## src/rtl/ma_stage_pkg.sv

```systemverilog
// Shared definitions for the memory-access stage: load/store size codes and FSM states.
package ma_defs;

    localparam logic [2:0] LDST_B  = 3'b000;
    localparam logic [2:0] LDST_H  = 3'b001;
    localparam logic [2:0] LDST_W  = 3'b010;
    localparam logic [2:0] LDST_BU = 3'b100;
    localparam logic [2:0] LDST_HU = 3'b101;

    typedef enum logic [1:0] {
        IDLE = 2'd0,
        WAIT = 2'd1,
        FIN  = 2'd2
    } ma_state_e;

    function automatic logic is_byte(input logic [2:0] code);
        return (code == LDST_B) || (code == LDST_BU);
    endfunction

    // Anything that is neither byte nor half is handled as a word access.
    function automatic logic is_half(input logic [2:0] code);
        return (code == LDST_H) || (code == LDST_HU);
    endfunction

endpackage

```

## src/rtl/ma_ld_align.sv

```systemverilog
// Load data formatter: picks the addressed byte/half lane and sign- or zero-extends it.
module ma_ld_align
    import ma_defs::*;
(
    input  logic [1:0]  adr_i,
    input  logic [2:0]  code_i,
    input  logic [31:0] rdata_i,
    output logic [31:0] data_o
);

    logic [7:0]  byte_v;
    logic [15:0] half_v;

    always_comb begin
        byte_v = rdata_i[{adr_i, 3'b000} +: 8];
        half_v = adr_i[1] ? rdata_i[31:16] : rdata_i[15:0];
        case (code_i)
            LDST_B:  data_o = {{24{byte_v[7]}}, byte_v};
            LDST_BU: data_o = {24'd0, byte_v};
            LDST_H:  data_o = {{16{half_v[15]}}, half_v};
            LDST_HU: data_o = {16'd0, half_v};
            default: data_o = rdata_i;
        endcase
    end

endmodule

```

## src/rtl/ma_stage.sv

```systemverilog
// Memory-access stage: issues one D-side request per ld/st, stalls the pipe while waiting, registers WB data.
//   state | meaning
//   IDLE  | no access outstanding; request issued combinationally, zero-wait ack completes here
//   WAIT  | request held stable until ack or timeout; pipeline stalled
//   FIN   | final stall cycle; WB regs load from the hold register
module ma_stage
    import ma_defs::*;
#(
    parameter int unsigned TMO_W = 8
) (
    input  logic        clk,
    input  logic        rst_n,
    input  logic        cmd_ld_ma,
    input  logic        cmd_st_ma,
    input  logic [4:0]  rd_adr_ma,
    input  logic [31:0] rd_data_ma,
    input  logic [31:0] st_data_ma,
    input  logic [2:0]  ldst_code_ma,
    input  logic        wbk_rd_reg_ma,
    input  logic        stall,
    input  logic        rst_pipe,
    output logic        dmem_req,
    output logic        dmem_we,
    output logic [29:0] dmem_adr,
    output logic [3:0]  dmem_be,
    output logic [31:0] dmem_wdata,
    input  logic        dmem_ack,
    input  logic [31:0] dmem_rdata,
    output logic        dc_stall,
    output logic        dc_stall_fin,
    output logic        ma_misalign,
    output logic        ma_bus_err,
    output logic [4:0]  rd_adr_wb,
    output logic [31:0] wbk_data_wb,
    output logic        wbk_rd_reg_wb
);

    localparam logic [TMO_W-1:0] TMO_MAX = '1;
    localparam logic [TMO_W-1:0] TMO_ONE = {{(TMO_W-1){1'b0}}, 1'b1};

    ma_state_e         state_q, state_d;
    logic [TMO_W-1:0]  count_q, count_d;
    logic [31:0]       hold_q, hold_d;
    logic              done_q, done_d;
    logic              err_q, err_d;

    logic        is_mem, misalign, access, mis_pulse;
    logic        req, zero_wait, timeout;
    logic [3:0]  be;
    logic [31:0] wdata, ld_fmt;

    assign is_mem   = cmd_ld_ma | cmd_st_ma;
    assign misalign = is_mem & (is_half(ldst_code_ma) ? rd_data_ma[0] :
                                is_byte(ldst_code_ma) ? 1'b0 : (rd_data_ma[1:0] != 2'b00));
    assign access   = is_mem & ~misalign & ~rst_pipe;

    // done_q blocks a second pulse/issue while another stall source holds the same instruction.
    assign mis_pulse = is_mem & misalign & ~rst_pipe & ~done_q & (state_q == IDLE);

    always_comb begin
        if (is_byte(ldst_code_ma)) begin
            be    = 4'b0001 << rd_data_ma[1:0];
            wdata = {4{st_data_ma[7:0]}};
        end else if (is_half(ldst_code_ma)) begin
            be    = rd_data_ma[1] ? 4'b1100 : 4'b0011;
            wdata = {2{st_data_ma[15:0]}};
        end else begin
            be    = 4'b1111;
            wdata = st_data_ma;
        end
    end

    ma_ld_align u_ld_align (
        .adr_i   (rd_data_ma[1:0]),
        .code_i  (ldst_code_ma),
        .rdata_i (dmem_rdata),
        .data_o  (ld_fmt)
    );

    always_comb begin
        state_d      = state_q;
        count_d      = count_q;
        hold_d       = hold_q;
        done_d       = done_q;
        err_d        = err_q;
        req          = 1'b0;
        dc_stall     = 1'b0;
        dc_stall_fin = 1'b0;
        timeout      = 1'b0;
        zero_wait    = 1'b0;
        case (state_q)
            IDLE: begin
                req = access & ~done_q;
                if (req && dmem_ack) begin
                    zero_wait = 1'b1;
                    hold_d    = ld_fmt;
                end else if (req) begin
                    dc_stall = 1'b1;
                    state_d  = WAIT;
                    count_d  = TMO_ONE;
                end
            end
            WAIT: begin
                req      = 1'b1;
                dc_stall = 1'b1;
                if (dmem_ack) begin
                    hold_d  = ld_fmt;
                    state_d = FIN;
                    count_d = '0;
                end else if (count_q == TMO_MAX) begin
                    timeout = 1'b1;
                    hold_d  = '0;
                    state_d = FIN;
                    count_d = '0;
                end else begin
                    count_d = count_q + TMO_ONE;
                end
            end
            FIN: begin
                dc_stall     = 1'b1;
                dc_stall_fin = 1'b1;
                state_d      = IDLE;
                count_d      = '0;
            end
            default: state_d = IDLE;
        endcase
        if (!stall) begin
            done_d = 1'b0;
            err_d  = 1'b0;
        end else if (dc_stall_fin || zero_wait || mis_pulse) begin
            done_d = 1'b1;
        end
        if (timeout) err_d = 1'b1;
        if (rst_pipe) begin
            state_d = IDLE;
            count_d = '0;
            hold_d  = '0;
            done_d  = 1'b0;
            err_d   = 1'b0;
            req     = 1'b0;
            timeout = 1'b0;
        end
    end

    assign dmem_req    = req;
    assign dmem_we     = req & cmd_st_ma;
    assign dmem_adr    = req ? rd_data_ma[31:2] : 30'd0;
    assign dmem_be     = req ? be : 4'd0;
    assign dmem_wdata  = (req & cmd_st_ma) ? wdata : 32'd0;
    assign ma_misalign = mis_pulse;
    assign ma_bus_err  = timeout;

    always_ff @(posedge clk or negedge rst_n) begin
        if (!rst_n) begin
            state_q <= IDLE;
            count_q <= '0;
            hold_q  <= '0;
            done_q  <= 1'b0;
            err_q   <= 1'b0;
        end else begin
            state_q <= state_d;
            count_q <= count_d;
            hold_q  <= hold_d;
            done_q  <= done_d;
            err_q   <= err_d;
        end
    end

    always_ff @(posedge clk or negedge rst_n) begin
        if (!rst_n) begin
            rd_adr_wb     <= '0;
            wbk_data_wb   <= '0;
            wbk_rd_reg_wb <= 1'b0;
        end else if (rst_pipe) begin
            rd_adr_wb     <= '0;
            wbk_data_wb   <= '0;
            wbk_rd_reg_wb <= 1'b0;
        end else if (!stall || dc_stall_fin) begin
            rd_adr_wb     <= rd_adr_ma;
            wbk_data_wb   <= cmd_ld_ma ? (zero_wait ? ld_fmt : hold_q) : rd_data_ma;
            wbk_rd_reg_wb <= wbk_rd_reg_ma & ~misalign & ~err_q & ~cmd_st_ma;
        end
    end

endmodule

```

## config.mk

```make
export PLATFORM = sky130hd
export DESIGN_NAME = ma_stage
export DESIGN_NICKNAME = d
export VERILOG_FILES = /design/src/rtl/ma_stage_pkg.sv /design/src/rtl/ma_ld_align.sv /design/src/rtl/ma_stage.sv
export SDC_FILE = /design/constraint.sdc
export NUM_CORES = 1
export LEC_CHECK = 0
export CAP_MARGIN = 25
export CORE_AREA = 5 5 121 134
export CTS_CLUSTER_SIZE = 28
export DETAILED_ROUTE_END_ITERATION = 8
export DIE_AREA = 0 0 126 139
export HOLD_SLACK_MARGIN = 0.03
export PLACE_DENSITY = 0.73
export SLEW_MARGIN = 20
export SYNTH_ARGS = -nofsm -noshare
export SYNTH_HDL_FRONTEND = slang
export SYNTH_HIERARCHICAL = 1
export SYNTH_SLANG_ARGS = --single-unit
```

## constraint.sdc

```tcl
create_clock -name clk -period 6.55 [get_ports clk]
set_input_delay 1.31 -clock clk [delete_from_list [all_inputs] [get_ports clk]]
set_output_delay 1.31 -clock clk [all_outputs]
set_load 0.05 [all_outputs]
```

; ---- Yosys cells after proc, flatten, opt, wreduce, memory -nomap -nowiden
; Index checks and enable logic that the tools add are counted.
; W data, S select, Z words.
[op_classes]
n_addsub = 1
n_eq_ne = 12
shift = 2
muxes = 55
n_bitwise = 18
n_reduce_logical = 17
[op_table]
columns = op, count
row1 = $mux W32, 11
row2 = $pmux W32 S4, 1
row3 = $pmux W32 S2, 1
row4 = $mux W8, 5
row5 = $shiftx A32 B6 Y8, 1
row6 = $mux W30, 1
row7 = $pmux W8 S3, 1
row8 = $mux W1, 20
row9 = $mux W16, 1
row10 = $mux W4, 4
row11 = $and A1 B1 Y1, 12
row12 = $mux W2, 5
row13 = $mux W5, 2
row14 = $reduce_and A3 Y1, 3
row15 = $add A8 B1 Y8 const B, 1
row16 = $eq A8 B8 Y1 const B, 1
row17 = $eq A3 B3 Y1 const B, 2
row18 = $ne A3 B1 Y1 const B, 2
row19 = $ne A3 B2 Y1 const B, 2
row20 = $logic_or A1 B1 Y1, 5
row21 = $not A1 Y1, 5
row22 = $ne A4 B4 Y1 const B, 1
row23 = $pmux W1 S2, 2
row24 = $pmux W2 S2, 1
row25 = other kinds (14), 15
[word_totals]
register_bits = 82
in_bits = 112
output_inout_bits = 110
word_cells = 113

; ---- Logic depth before layout (Yosys ltp)
; Gate-level depths: netlist (run 1).
[logic_depth]
ltp_word = 17
ltp_mapped = 9
ltp_nobuf = 7

; ---- Cells and area by module
; Netlist (run 1), hierarchy kept.
[by_module_without_submodules]
columns = module, n_inst, cells_per_inst, area_each_um2, seq_area_each_um2
row1 = ma_stage, 1, 580, 4873.4, 2052.0
row2 = ma_ld_align, 1, 96, 845.8, 0.0

; ---- Worst setup path after synthesis (run 1)
; OpenSTA, ideal clock, no wires.
[synth_timing]
path_type = input to output
from = input dmem_ack
to = output ma_bus_err
arrival_time_ns = 3.072
t_required_ns = 5.240
slack_ns = 2.168
cell_stages = 3
n_path_buf = 1
cell_sequence = buf_2 > nand2b_1 > nor4_1
[synth_via]
elab_chain_len = 3
[synth_rtl]
columns = element, line
row1 = "start, declared", ma_stage.sv:27  ; input logic dmem_ack,
row2 = $mux W1, ma_stage.sv:106  ; if (dmem_ack) begin
row3 = $mux W1, ma_stage.sv:91  ; case (state_q)
row4 = $mux W1, ma_stage.sv:134  ; if (rst_pipe) begin
row5 = "end, declared", ma_stage.sv:32  ; output logic ma_bus_err,
; No other way between the ends.

; ---- Worst setup path after layout (run 1)
[layout_timing]
from = input ldst_code_ma[0]
to = output dmem_wdata[12]
[layout_via]
elab_chain_len = 13
word_cells_on_any_way = 18
classes_between = 3 x eq/ne / 6 x mux / 6 x bitwise / 3 x reduce/logical
[layout_rtl]
columns = element, line
row1 = "start, declared", ma_stage.sv:18  ; input logic [2:0] ldst_code_ma,
row2 = $eq A3 B3 Y1 / $logic_not A3 Y1 (equally long branches), ma_stage_pkg.sv:17  ; return (code == LDST_B) || (code == LDST_BU);
row3 = $logic_or A1 B1 Y1, ma_stage_pkg.sv:17
row4 = $mux W1, ma_stage.sv:54  ; is_byte(ldst_code_ma) ? 1'b0 : (rd_data_ma[1:0] != 2'b00));
row5 = $mux W1, ma_stage.sv:53  ; assign misalign = is_mem & (is_half(ldst_code_ma) ? rd_data_ma[0] :
row6 = $and A1 B1 Y1, ma_stage.sv:53
row7 = $not A1 Y1, ma_stage.sv:55  ; assign access = is_mem & ~misalign & ~rst_pipe;
row8 = $and A1 B1 Y1 (2 in series), ma_stage.sv:55
row9 = $and A1 B1 Y1, ma_stage.sv:93  ; req = access & ~done_q;
row10 = $pmux W1 S2, ma_stage.sv:91
row11 = $mux W1, ma_stage.sv:134
row12 = $and A1 B1 Y1, ma_stage.sv:149  ; assign dmem_wdata = (req & cmd_st_ma) ? wdata : 32'd0;
row13 = $mux W32 *, ma_stage.sv:149
row14 = "end, declared", ma_stage.sv:26  ; output logic [31:0] dmem_wdata,
; Every way passes the cells marked *; elsewhere a longest branch is shown, timed or not.

==> out/metrics.yaml, run 1 <==
die_w_um: 126
seq_area_frac_synth: 0.359
die-area_sq_um: 17500
cts_sinks: 82
coreArea_sq_um: 14800
final_antenna_net_count: 0
rr_worst_depth: 7
nets: 976
cpMostUsedCell: "buf_4"
clock_path_buffers: 2
route.detailed.drc: 0
die_h_um: 139
syn2layout_area_growth_pct: 56.9
finalHoldViolations: 0
synth_flop_cell: "dfrtp_1"
p_leak_nw: 3.76
start_util: 0.386
htree_num_levels: 3
slew_viol_final: 0
place_congestion: 0.891
route.met2.wl_um: 9800
cp_max_fo: 34
dp_hpwl_um: 15000
synthArstFlopShare: 1.00
cts_hold_buf: 0
met3_length_um: 1760
hold_depth: 2
grt_setup_unrepaired: "no"
grt.overflow.total: 0
cts_made_buffers: 9
critPathArrivalTime_ps: 4350
top_layer: "met5"
yosys.area_share.adder: 0.0131
cp_slowest_cell: "nor2_1"
crit_chain: "clkdlybuf4s50_1 > buf_4 > nor2_1 > o211ai_2 > buf_4 > a21oi_4 > nand2_1 > a21oi_1 > buf_12"
antennaDiodeCount: 0
ys_types: 56
num_vias: 5982
syn_area_per_cell_sq_um: 8.46
cts_resized: 0
final_common_cell: "clkdlybuf4s50_1"
cp-end-kind: "output port"
startpoint_type: "primary input"
critPathMaxStageDelay_ps: 600
drtPass1Iterations: 5
status: "complete, no violations"
clkTransAtPathRegs_ps: 60
synth_area_sq_um: 5720
holdWs_ps: 484
met1Wirelength_um: 8710
track_usage: 0.228
finalWirelength_um: 20700
yosys_warnings: 6
fin_skew_ps: 11.0
setup_tns_ps: 0
rrSetupSlack_ps: 3970
dp_cells: 1043
pwr_density_cell_nw_per_um2: 185
muxShareOfSynthArea: 0.0510
root_buffer: "clkbuf_16"
ir_drop_mv: 0.113
synth_edf_count: 0
fin_crit_sh: 0.864
layoutNonFillerInstCount: 1059
synth-xor-area-share: 0
rr_startpoint: "state_q[1]"
fin_util: 0.606
antenna_found_initial: 1
viasPerCell: 5.65
io_buffers: 221
grt_pass1_vias: 5967
rr_endpoint: "hold_q[12]"
cp.required_ps: 5240
drive_above_1_share: 0.155
wl_per_cell_um: 19.5
synth_compound_area_frac: 0.287
grt_max_degree: 62
setup.worst_path.class: "in2out"
rows: 47
clk_latency_ps: 340
hp-class: "reg2reg"
synthTopCellsByArea: "dfrtp_1, a22o_1, o21ai_0"
worst_pin_slew_ps: 993
synthCells: 676
grt_pass1_wl_um: 32800
yosys.area.top_type: "dfrtp_1"
min_to: "wbk_data_wb[8]"
relSlewSlack: 0.337
fmax_mhz: 177
synth-simple-area-share: 0.230
yosys_register_bits: 82
cts_tree: "done"
synth_top_area_share: 0.359
synth_nets: 794
first_iter_violations: 363
pin_count: 222
fin_crit_ps: 5660
hp-start: "wbk_data_wb[8]"
final_cell_mix: "clkdlybuf4s50_1, dfrtp_1, o21ai_0"
finalSetupViolCount: 0
maxCapViolations: 0
synth_top_family_by_area: "compound AO/OA/AOI/OAI gates"
fill_cells: 1282
post_cts_buffers: 0
worst max path at each step:
stage	slack [ps]	from	end
2_1_floorplan	2170	dmem_ack	ma_bus_err
3_3_place_gp	1080	ldst_code_ma[0]	dmem_wdata[14]
3_5_place_dp	910	ldst_code_ma[0]	dmem_wdata[12]
4_1_cts	910	ldst_code_ma[0]	dmem_wdata[12]
5_1_grt	670	ldst_code_ma[0]	dmem_wdata[9]
6_report	890	ldst_code_ma[0]	dmem_wdata[12]
cell type report:
cell class	count	area, sq um	share of cell area
repair buffers	233	2980	0.332
multi-input cells	522	3350	0.374
inverters	10	37.5	0.00418
flip-flops and latches	82	2050	0.229
well taps	196	245	0.0273
clock buffers	9	225	0.0251
clock inverters	7	83.8	0.00934
where the power goes:
group | leakage (nW) | internal (W) | switching, W | total [W]
Clock | 0.149 | 0.000303 | 0.000225 | 0.000528
Combinational | 2.49 | 0.000248 | 0.000337 | 0.000585
Sequential | 1.11 | 0.000534 | 0.0000151 | 0.000549
Total | 3.76 | 0.00108 | 0.000577 | 0.00166
Yosys cell counts, types with 5 or more instances:
library cell	number
dfrtp_1	82
o21ai_0	71
nand2_1	60
and3_1	43
nor2_1	42
a22o_1	41
nand3_1	41
clkbuf_1	37
a21oi_1	32
and2_1	30
o21ai_1	29
mux2i_1	22
a2bb2oi_2	14
buf_2	14
nor2b_1	13
inv_1	9
nand2b_1	8
o21a_1	8
a221o_1	6
a2bb2oi_1	6
buf_6	6
ha_1	6
o221ai_1	5
through the flow:
stage                     setup WS (ps)  area, sq um  power (W)
after CTS                           908         8980    0.00168
after floorplan                    2170         5720   0.000877
final                               890         8980    0.00166
after global placement             1080         8650    0.00114
after global routing                672         8980    0.00173
after detailed placement            914         8670    0.00114
sequential cells by signal (all words and copies together) (netlist names):
register	cells
count_q	8
rd_adr_wb	5
done_q	1
err_q	1
state_q	2
hold_q	32
wbk_data_wb	32
wbk_rd_reg_wb	1
kinds of logic (layout without fill, tap and decap cells):
kind of cell	Yosys count	in the layout
DFF	82	82
muxes	28	28
AOI/OAI and AO/OA	232	232
and+or+nand+nor	256	256
buffers and inverters	72	259
adders and majority gates	6	6
critical path: cells and delay by family:
| family | cells | cell delay, ps |
|---|---|---|
| AOI/OAI and AO/OA | 3 | 820 |
| buffers and inverters | 4 | 1080 |
| and+or+nand+nor | 2 | 1110 |
per-layer routing:
layer	GRT usage	vias to the layer above
met5	0	-
met4	0.0542	2
met3	0.0666	22
met2	0.377	270
met1	0.295	2868
li1	-	2820
No activity file was read; power rests on OpenSTA's default activity.
==> run 2, diff against run 1 <==
--- a/config.mk
+++ b/config.mk
@@ -5,7 +5,6 @@
 export SDC_FILE = /design/constraint.sdc
 export NUM_CORES = 1
 export LEC_CHECK = 0
-export CAP_MARGIN = 25
 export CORE_AREA = 5 5 121 134
 export CTS_CLUSTER_SIZE = 28
 export DETAILED_ROUTE_END_ITERATION = 8
==> run 2 against run 1 <==
Sequential share of layout area barely moved. Setup slack got worse by 11 ps. Die area did not move.
==> out/metrics.yaml, run 2 (synthesized netlist as in run 1, its figures left out) <==
multiInputGateArea_sq_um: 3360  # about the same
root_buffer: "clkbuf_16"
die_h_um: 139  # unchanged
fin_crit_ps: 5670  # +11.2 ps
clkTransAtPathRegs_ps: 60  # about the same
grt_setup_unrepaired: "no"
die_w_um: 126  # unchanged
nets: 975  # -0.10%
coreArea_sq_um: 14800  # unchanged
grt_pass1_vias: 6014  # +0.79%
cpMostUsedCell: "buf_4"
critPathArrivalTime_ps: 4360  # about the same
track_usage: 0.230  # +0.00201
pwr_density_cell_nw_per_um2: 189  # +2.2%
clock_path_buffers: 2  # unchanged
antenna_found_initial: 1  # unchanged
hold_depth: 2  # unchanged
dp_hpwl_um: 15000  # -0.43%
cp.required_ps: 5240  # about the same
viasPerCell: 5.64  # -0.19%
start_util: 0.386  # unchanged
grt_max_degree: 62  # unchanged
die-area_sq_um: 17500  # unchanged
fin_crit_sh: 0.866  # +0.00171
cts_made_buffers: 9  # unchanged
fin_skew_ps: 11.5  # +0.529 ps
hp-start: "wbk_data_wb[8]"
drtPass1Iterations: 5  # unchanged
fill_cells: 1287  # +0.39%
num_vias: 5965  # -0.28%
crit_chain: "clkdlybuf4s50_1 > buf_4 > nor2_1 > o211ai_2 > buf_4 > a21oi_4 > nand2_1 > a21oi_1 > buf_12"
total_power_w: 0.00170  # +2.3%
cts_sinks: 82  # unchanged
cts_hold_buf: 0  # unchanged
rr_worst_depth: 7  # unchanged
first_iter_violations: 415  # +14%
maxCapViolations: 0  # unchanged
route.detailed.drc: 0  # unchanged
worst_pin_slew_ps: 999  # +6.51 ps
status: "complete, no violations"
rrSetupSlack_ps: 3960  # about the same
hp-class: "reg2reg"
finalSetupViolCount: 0  # unchanged
finalWirelength_um: 20600  # -0.44%
p_leak_nw: 3.77  # +0.24%
pin_count: 222  # unchanged
finalHoldViolations: 0  # unchanged
io_buffers: 221  # unchanged
rr_startpoint: "state_q[1]"
place_congestion: 0.891  # unchanged
grt_pass1_wl_um: 33100  # +0.78%
final_common_cell: "clkdlybuf4s50_1"
final_cell_mix: "clkdlybuf4s50_1, dfrtp_1, o21ai_0"
wl_per_cell_um: 19.4  # -0.35%
rr_endpoint: "hold_q[12]"
cts_tree: "done"
cts_resized: 0  # unchanged
htree_num_levels: 3  # unchanged
critPathMaxStageDelay_ps: 610  # about the same
cp_slowest_cell: "nor2_1"
syn2layout_area_growth_pct: 57.2
register_area_sq_um: 2050  # unchanged
drive_above_1_share: 0.155  # +0.000180
reg_top3: "hold_q x32, wbk_data_wb x32, count_q x8"
setup_tns_ps: 0  # unchanged
grt.overflow.total: 0  # unchanged
rows: 47  # unchanged
cp_max_fo: 34  # unchanged
post_cts_buffers: 0  # unchanged
antennaDiodeCount: 0  # unchanged
clk_latency_ps: 340  # about the same
ir_drop_mv: 0.108  # -4.2%
min_to: "wbk_data_wb[8]"
slew_viol_final: 0  # unchanged
relSlewSlack: 0.332  # -0.00444
final_antenna_net_count: 0  # unchanged
cp-end-kind: "output port"
fmax_mhz: 176  # -0.20%
setup.worst_path.class: "in2out"
startpoint_type: "primary input"
[run 2: how the worst max path moves through the flow]
stage / endpoint / startpoint / slack [ps] / cells after the start
2_1_floorplan: ma_bus_err / dmem_ack / 2170 / 3
3_3_place_gp: dmem_wdata[14] / ldst_code_ma[0] / 1080 / 9
3_5_place_dp: dmem_wdata[12] / ldst_code_ma[0] / 900 / 9
4_1_cts: dmem_wdata[12] / ldst_code_ma[0] / 880 / 9
5_1_grt: dmem_wdata[8] / ldst_code_ma[0] / 610 / 9
6_report: dmem_wdata[12] / ldst_code_ma[0] / 880 / 9
[run 2: layer usage]
metal  wire, um  track usage  vias up
met5         15            0        -
met1       8460        0.296     2855
met3       1850       0.0693       27
met4        425       0.0672        2
li1           -            -     2819
met2       9820        0.374      262
[run 2: critical path, delay by kind of cell]
kind / cells / cell delay, ps
and+or+nand+nor: 2 / 1120
buffers and inverters: 4 / 1090
AOI/OAI and AO/OA: 3 / 810
[run 2: area by class of cell]
class | count | share of cell area
Sequential cell | 82 | 0.228
Clock buffer | 10 | 0.0266
Clock inverter | 6 | 0.0109
Tap cell | 196 | 0.0273
Timing Repair Buffer | 232 | 0.330
Multi-Input combinational cell | 522 | 0.373
Inverter | 10 | 0.00417
[run 2: power breakdown]
part / internal, W / total (W) / switching, W
registers: 0.000534 / 0.000549 / 0.0000152
logic: 0.000247 / 0.000583 / 0.000336
clock network: 0.000350 / 0.000568 / 0.000218
[run 2: metrics by stage]
| stage | instance area, sq um | util | instances | hold WS, ps | worst slack [ps] |
|---|---|---|---|---|---|
| floorplan | 5720 | - | 676 | 460 | 2170 |
| finish | 8990 | 0.607 | 1058 | 480 | 879 |
| detailed placement | 8650 | 0.584 | 1042 | 475 | 896 |
| global route | 8990 | 0.607 | 1058 | 508 | 605 |
| CTS | 8990 | 0.607 | 1058 | 490 | 875 |
| global placement | 8650 | 0.584 | 1042 | 465 | 1080 |
==> run 3, diff against run 2 <==
--- a/config.mk
+++ b/config.mk
@@ -5,14 +5,14 @@
 export SDC_FILE = /design/constraint.sdc
 export NUM_CORES = 1
 export LEC_CHECK = 0
-export CORE_AREA = 5 5 121 134
+export CORE_AREA = 5 5 123 137
 export CTS_CLUSTER_SIZE = 28
 export DETAILED_ROUTE_END_ITERATION = 8
-export DIE_AREA = 0 0 126 139
+export DIE_AREA = 0 0 128 142
 export HOLD_SLACK_MARGIN = 0.03
+export MAX_ROUTING_LAYER = met4
 export PLACE_DENSITY = 0.73
 export SLEW_MARGIN = 20
 export SYNTH_ARGS = -nofsm -noshare
 export SYNTH_HDL_FRONTEND = slang
-export SYNTH_HIERARCHICAL = 1
 export SYNTH_SLANG_ARGS = --single-unit
==> run 3 against run 2 <==
Sequential cell count did not move. Synthesized area up 5.2%. Non-clock buffer count grew 4. Clock skew is 0.69 ps higher. Die area increased by 3.8%. Design area is 2.2% lower. Wire length increased by 3.9%. Synthesized cell count is 4.6% higher. Core utilization is 3.5 points lower. Cell count is 3.5% higher. Via count rose by 6.5%. Critical path type unchanged.
==> out/metrics.yaml, run 3 <==
finalSetupViolCount: 0  # unchanged
root_buffer: "clkbuf_16"
cts_hold_buf: 0  # unchanged
final_cell_mix: "clkdlybuf4s50_1, dfrtp_1, nor2_1"
nets: 1008  # +3.4%
post_cts_buffers: 0  # unchanged
rows: 48  # +2.1%
pwr_density_cell_nw_per_um2: 191  # +1.1%
synthArstFlopShare: 1.00  # unchanged
reg_top3: "hold_q x32, wbk_data_wb x32, count_q x8"
critPathArrivalTime_ps: 3810  # -550 ps
seq_area_frac_synth: 0.341  # -0.0176
synth_area_sq_um: 6010  # +5.2%
htree_num_levels: 3  # unchanged
cts_tree: "done"
final_common_cell: "clkdlybuf4s50_1"
syn_area_per_cell_sq_um: 8.51  # +0.55%
clkTransAtPathRegs_ps: 60  # about the same
yosysMostFrequentCell: "dfrtp_1"
p_int_w: 0.00107  # -5.0%
grt_max_degree: 81  # +31%
fin_crit_sh: 0.782  # -0.0835
synth_top_area_share: 0.341  # -0.0176
place_congestion: 0.858  # -3.6%
fin_crit_ps: 5120  # -547 ps
dp_slack_ps: 1440  # +549 ps
grt_pass1_vias: 6272  # +4.3%
cp.required_ps: 5240  # about the same
crit_family: "buffers and inverters"
cp_max_fo: 20  # -41%
combPwrFrac: 0.358  # +0.015
syn2layout_area_growth_pct: 46.3
grt_pass1_wl_um: 33300  # +0.50%
finalHoldViolations: 0  # unchanged
track_usage: 0.236  # +0.00630
die-area_sq_um: 18200  # +3.8%
status: "complete, no violations"
cp_slowest_cell: "clkdlybuf4s50_1"
num_vias: 6352  # +6.5%
startpoint_type: "primary input"
grt.overflow.total: 0  # unchanged
synthCells: 707  # +4.6%
yosys-top-cells-count: "dfrtp_1, nor2_1, nand2_1"
grt_setup_unrepaired: "no"
p_leak_nw: 3.80  # +0.97%
switching_power_w: 0.000608  # +6.8%
cts_resized: 0  # unchanged
ys_types: 70  # +25%
synth_edf_count: 0  # unchanged
setup.worst_path.class: "in2out"
fin_skew_ps: 12.2  # +0.688 ps
fill_cells: 1426  # +11%
dp_hpwl_um: 15700  # +5.0%
worst_pin_slew_ps: 977  # -22.7 ps
clk_latency_ps: 350  # about the same
crit_chain: "clkdlybuf4s50_1 > inv_1 > nand2_1 > nor4_1 > clkdlybuf4s50_1"
cts_made_buffers: 9  # unchanged
ir_drop_mv: 0.120  # +10%
slew_viol_final: 0  # unchanged
critPathMaxStageDelay_ps: 900  # +290 ps
setup_tns_ps: 0  # unchanged
cts_sinks: 82  # unchanged
coreArea_sq_um: 15400  # +3.7%
die_w_um: 128  # +1.6%
fmax_mhz: 195  # +11%
pin_count: 222  # unchanged
final_antenna_net_count: 0  # unchanged
relSlewSlack: 0.349  # +0.0167
hp-class: "reg2reg"
synthTopCellsByArea: "dfrtp_1, a22o_1, a32o_1"
yosys_register_bits: 82  # unchanged
viasPerCell: 5.80  # +2.9%
pwr-share-seq: 0.331  # +0.008
setup_slack_ps: 1430  # +547 ps
route.detailed.drc: 0  # unchanged
final_area_sq_um: 8800  # -2.2%
layoutNonFillerInstCount: 1095  # +3.5%
dpl_cell_area_sq_um: 8490  # -1.8%
power.share.clock: 0.311  # -0.023
drtPass1Iterations: 5  # unchanged
antenna_found_initial: 0  # -1
fin_util: 0.572  # -0.0345
io_buffers: 221  # unchanged
maxCapViolations: 0  # unchanged
die_h_um: 142  # +2.2%
yosys_warnings: 0  # -6
dp_cells: 1079  # +3.6%
critPathBufInv: 3  # -1
p_sw_frac: 0.361  # +0.0266
wl_per_cell_um: 19.5  # +0.37%
start_util: 0.391  # +0.00526
drive_above_1_share: 0.139  # -0.0169
cp-end-kind: "output port"
first_iter_violations: 582  # +40%
cpMostUsedCell: "clkdlybuf4s50_1"
clock_path_buffers: 2  # unchanged
finalWirelength_um: 21400  # +3.9%
antennaDiodeCount: 0  # unchanged
synth_nets: 825  # +3.9%
yosys.area.top_type: "dfrtp_1"
synth_flop_cell: "dfrtp_1"
==> run 3: cell count changes in the layout (fill, tap and decap cells not counted), sizes merged, moves of 10 or more <==
cell     before  now
and3         43    0
inv          11   43
nor2         42   61
o21ai       101   23
and3b         0   13
a31oi         0   18
a32o          1   29
a2bb2oi      20   10
nand3        41   27
nand4         1   25
==> run 3: final timing paths <==
check,start,endpoint,slack [ps],cells past startpoint
max in group asynchronous,rst_n,count_q[1],4610,2
worst max-delay path,rst_pipe,ma_misalign,1430,5
worst min-delay path,wbk_data_wb[1],wbk_data_wb[1],490,2
worst min register to register,wbk_data_wb[1],wbk_data_wb[1],490,2
worst max register to register,state_q[1],count_q[0],4090,6
min in group asynchronous,rst_n,err_q,940,1
==> run 3: power groups by stage <==
stage | Clock, W | Sequential, W | Combinational (W)
after floorplan | 0 | 0.000622 | 0.000301
after global placement | 0 | 0.000565 | 0.000600
after detailed placement | 0 | 0.000566 | 0.000604
after CTS | 0.000530 | 0.000557 | 0.000606
after global routing | 0.000548 | 0.000561 | 0.000640
final | 0.000523 | 0.000557 | 0.000603
==> run 3: per-layer routing <==
metal,vias up,GRT usage,wire length (um)
met5,-,-,0
met4,0,0.0743,531
met3,37,0.0495,1670
met2,305,0.387,10200
met1,3031,0.293,8990
li1,2979,-,-
==> run 3: cells by family after synthesis <==
family | after synthesis | share of synthesized area
AND/OR/NAND/NOR | 278 | 0.248
adder cells (fa/ha/maj) | 6 | 0.0125
AO/OA/AOI/OAI | 208 | 0.273
flip-flops | 82 | 0.341
multiplexers | 26 | 0.0449
buffers and inverters | 107 | 0.0803
==> run 3: final cells by class <==
class / count / area, sq um / area share
multi-input combinational: 518 / 3490 / 0.397
timing repair buffer: 236 / 2540 / 0.289
sequential: 82 / 2050 / 0.233
tap: 200 / 250 / 0.0284
clock buffer: 9 / 225 / 0.0256
inverter: 43 / 161 / 0.0183
clock inverter: 7 / 77.6 / 0.00882
==> run 3: worst register-to-register path: cells and delay by family, from the launching register on <==
family	cells	cell delay [ps]
fa+ha+maj	1	400
buf+inv	1	130
simple gates	2	560
compound gates	1	490
mux	1	360
flops	1	400
==> run 3: metrics by stage <==
step / power [W] / hold slack, ps
floorplan: 0.000923 / 451
global placement: 0.00117 / 467
detailed placement: 0.00117 / 477
CTS: 0.00169 / 491
global route: 0.00175 / 513
finish: 0.00168 / 489
